**src/rtl/seq_trial_divider.sv**
```systemverilog
// Iterative restoring divider: one quotient bit per clock, start/busy/done handshake.
// Define SEQ_TRIAL_DIVIDER_EARLY_EXIT_EN to finish immediately when dividend < divisor.
module seq_trial_divider #(
  parameter int SIZE = 8
) (
  input  logic            clk,
  input  logic            rst,
  input  logic            start,
  input  logic [SIZE-1:0] dividend,
  input  logic [SIZE-1:0] divisor,
  output logic            busy,
  output logic            done,
  output logic            div_by_zero,
  output logic [SIZE-1:0] quotient,
  output logic [SIZE-1:0] remainder
);

  localparam int CW = $clog2(SIZE + 1);

  typedef enum logic [1:0] {IDLE, CALC, DONE} state_t;

  state_t          state_reg;
  logic [SIZE-1:0] q_reg;
  logic [SIZE-1:0] d_reg;
  logic [SIZE-1:0] r_reg;
  logic [CW-1:0]   count_reg;

  logic [SIZE:0]   t;
  logic [SIZE:0]   diff;
  logic            ge;
  logic [SIZE-1:0] r_next;
  logic [SIZE-1:0] q_next;
  logic            accept;
  logic            fast_exit;

  // R < D always holds between steps, so T < 2D and T-D fits in SIZE bits;
  // the top bit of the SIZE+1-bit difference is therefore a clean borrow flag.
  always_comb begin
    t      = {r_reg, q_reg[SIZE-1]};
    diff   = t - {1'b0, d_reg};
    ge     = ~diff[SIZE];
    r_next = ge ? diff[SIZE-1:0] : t[SIZE-1:0];
    q_next = {q_reg[SIZE-2:0], ge};
    accept = start && (state_reg != CALC);
  end

`ifdef SEQ_TRIAL_DIVIDER_EARLY_EXIT_EN
  assign fast_exit = (dividend < divisor);
`else
  assign fast_exit = 1'b0;
`endif

  always_ff @(posedge clk or posedge rst) begin
    if (rst) begin
      state_reg   <= IDLE;
      q_reg       <= '0;
      d_reg       <= '0;
      r_reg       <= '0;
      count_reg   <= '0;
      busy        <= 1'b0;
      done        <= 1'b0;
      div_by_zero <= 1'b0;
      quotient    <= '0;
      remainder   <= '0;
    end else begin
      case (state_reg)
        IDLE, DONE: begin
          done <= 1'b0;
          busy <= 1'b0;
          if (accept) begin
            q_reg     <= dividend;
            d_reg     <= divisor;
            r_reg     <= '0;
            count_reg <= CW'(SIZE);
            if (divisor == '0) begin
              state_reg   <= DONE;
              done        <= 1'b1;
              quotient    <= '1;
              remainder   <= dividend;
              div_by_zero <= 1'b1;
            end else if (fast_exit) begin
              state_reg   <= DONE;
              done        <= 1'b1;
              quotient    <= '0;
              remainder   <= dividend;
              div_by_zero <= 1'b0;
            end else begin
              state_reg <= CALC;
              busy      <= 1'b1;
            end
          end else begin
            state_reg <= IDLE;
          end
        end
        CALC: begin
          r_reg     <= r_next;
          q_reg     <= q_next;
          count_reg <= count_reg - CW'(1);
          if (count_reg == CW'(1)) begin
            state_reg   <= DONE;
            busy        <= 1'b0;
            done        <= 1'b1;
            quotient    <= q_next;
            remainder   <= r_next;
            div_by_zero <= 1'b0;
          end
        end
        default: begin
          state_reg <= IDLE;
          busy      <= 1'b0;
          done      <= 1'b0;
        end
      endcase
    end
  end

endmodule
```
**config.mk**
```make
export PLATFORM = sky130hd
export DESIGN_NAME = seq_trial_divider
export DESIGN_NICKNAME = d
export VERILOG_FILES = /design/src/rtl/seq_trial_divider.sv
export SDC_FILE = /design/constraint.sdc
export NUM_CORES = 1
export LEC_CHECK = 0
export CELL_PAD_IN_SITES_DETAIL_PLACEMENT = 1
export CELL_PAD_IN_SITES_GLOBAL_PLACEMENT = 2
export CORE_ASPECT_RATIO = 0.8
export CORE_MARGIN = 2
export CORE_UTILIZATION = 35
export DETAILED_ROUTE_END_ITERATION = 10
export PLACE_DENSITY = 0.9
export SLEW_MARGIN = 15
export SYNTH_ARGS = -nofsm -noshare
export SYNTH_HDL_FRONTEND = slang
export SYNTH_SLANG_ARGS = --single-unit
```
**constraint.sdc**
```tcl
create_clock -name clk -period 7.8 [get_ports clk]
set_input_delay 2.34 -clock clk [delete_from_list [all_inputs] [get_ports clk]]
set_output_delay 2.34 -clock clk [all_outputs]
set_load 0.01 [all_outputs]
```
==> out/summary.txt <==
Antenna diodes: 0
CTS H-tree depth: 2
Die Width: 97.4 µm
Arr. time, crit path: 4460 ps
sequential fraction of the synthesis area: 0.492
hold slack: 499 ps
DRT Pass-1 Iters: 4
max incr delay on CP: 800 ps
number of remaining DRC errors: 0
I/O pin total: 38
core footprint: 6820 µm²
vias in the first global route: 2,046
Post-synth ARST share: 1.00
global route overflow: 0
# Max-Cap Violations: 0
DP HPWL: 4420 µm
largest net degree at the start of global routing: 49
Mapped Nets: 294
syn avg cell area: 9.25 µm²
fin crit period: 4330 ps
DR vias: 2,008
Initial Util: 0.358
RD Place Congestion: 0.753
Routed WL per cell: 15.7 µm
Hold Crit Class: reg -> reg
clock buffer depth: 2
Yosys cell types: 39
CTS Buf Count: 5
clock slew at reported path FFs: 90 ps
fin. max-slew vios: 0
hold_buf cts: 0
post-route antenna net violation count: 0
synth warn: 0
Max Freq: 0.231 GHz
Die Y: 78.7 µm
critical path type: in -> reg
setup tns final: 0 ps
Final Cell Area: 2990 µm²
worst-margin pin slew: 1010 ps
Worst setup SP type: primary input
setup slack, reg-to-reg: 4880 ps
Lkg Pwr: 1.28 nW
root buffer cell: clkbuf_8
Port-buffer cells: 37
final hold vios: 0
Post-synth top flop: dfrtp_1
first-pass GRT wire length: 10,500 µm
Setup Viol. Count Final: 0
Worst-Skew Late Latency: 300 ps
worst path cell trace: clkdlybuf4s50_1 -> nor4_1 -> nand2_1 -> nor2_1 -> o221ai_1
number of fillers in the final layout: 812
CTS tree: built
CP Max Fanout: 16
required time worst endpoint: 7940 ps
most frequent cells in the layout: nand2_1, dfrtp_1, clkdlybuf4s50_1
slew margin rel.: 0.324
Layout Skew: 3.31 ps
Synth Cell Area: 2440 µm²
Area Growth Syn to Fin: 22.3%
placed cell area: 2890 µm²
highest-delay cell along the critical path: nor2_1
die area: 7660 µm²
unrepaired setup endpoints after global routing: false
flops & latches, synth: 48
crit end category: register
Post-synth EDFFs: 0
total track usage: 0.169
status: finished clean
DRT iter0 DRCs: 92
Synth Instances: 264
period utilisation layout: 0.555
DR vias/cell: 5.20
initial antenna violation count: 0
share of cells above drive strength 1: 0.0669
VDD IR max: 197 µV
Clock Sinks: 48
row count: 27
Resize count post-CTS: 0
Routed WL: 6070 µm
Post-CTS Setup Bufs: 0
most common cell after layout, fill and taps aside: nand2_1
nets: 328
pwr/cell area: 491 nW/µm²
==> through the flow <==
step / setup WS, ps / power, mW / cells / util
after global placement: 2910 / 1.28 / 378 / 0.422
after detailed placement: 3030 / 1.32 / 378 / 0.423
final: 3470 / 1.47 / 386 / 0.438
after floorplan: 4150 / 1.06 / 264 / -
after CTS: 3370 / 1.49 / 386 / 0.437
after global routing: 3180 / 1.60 / 386 / 0.438
==> metal layers <==
metal	GRT usage	wire (µm)	share of wire	vias up
met5	0	0	0	-
met4	0.0375	57	0.0094	0
met3	0.0326	184	0.030	5
met2	0.268	2730	0.45	30
met1	0.243	3100	0.51	992
li1	-	-	-	981
==> final timing paths <==
check,start,endpoint,cells past startpoint
worst max-delay path,divisor[4],remainder[6],5
worst min-delay path,div_by_zero,div_by_zero,1
worst max register to register,q_reg[7],remainder[1],11
worst min register to register,div_by_zero,div_by_zero,1
max in group asynchronous,rst,remainder[3],2
min in group asynchronous,rst,div_by_zero,2
==> cells in the mapped netlist (all sizes together) (2+ instances only) <==
cell type	number	share of area
a21o	2	0.0067
o21ai	22	0.045
nor2b	4	0.010
dfrtp	48	0.49
o21a	2	0.0061
a21oi	12	0.025
clkbuf	11	0.017
nand2	58	0.089
a31oi	8	0.021
a211o	2	0.0072
nor2	21	0.032
nand3	5	0.010
ha	10	0.051
inv	15	0.023
nor3	4	0.010
xnor2	3	0.011
mux2i	8	0.033
o221ai	8	0.031
nand2b	2	0.0051
nor4	4	0.010
==> report_power, final <==
| group | leakage (nW) | internal, mW | switching (mW) |
|---|---|---|---|
| logic | 0.679 | 0.386 | 0.472 |
| clock network | 0.0434 | 0.0720 | 0.0914 |
| registers | 0.559 | 0.371 | 0.0736 |
| total | 1.28 | 0.829 | 0.637 |
==> final cells by class <==
| type | count | area, µm² | area share |
|---|---|---|---|
| Inverter | 15 | 56.3 | 0.0189 |
| Sequential cell | 48 | 1200 | 0.402 |
| Clock buffer | 6 | 82.6 | 0.0276 |
| Tap cell | 87 | 109 | 0.0364 |
| Clock inverter | 2 | 15.0 | 0.00503 |
| Multi-Input combinational cell | 189 | 1140 | 0.381 |
| Timing Repair Buffer | 39 | 385 | 0.129 |
==> worst max-delay path: cells and delay by family <==
| family | cells | cell delay [ps] |
|---|---|---|
| compound gates | 1 | 250 |
| buf+inv | 1 | 420 |
| simple gates | 3 | 1440 |
==> kinds of logic after synthesis <==
logic type	count (synthesis)	share of synthesized area
AO/OA/AOI/OAI	64	0.173
XOR/XNOR	4	0.0144
adder cells (fa/ha/maj)	11	0.0595
buffers and inverters	27	0.0446
flip-flops	48	0.492
multiplexers	9	0.0390
AND/OR/NAND/NOR	101	0.178
Power figures use the tool's default switching activity.
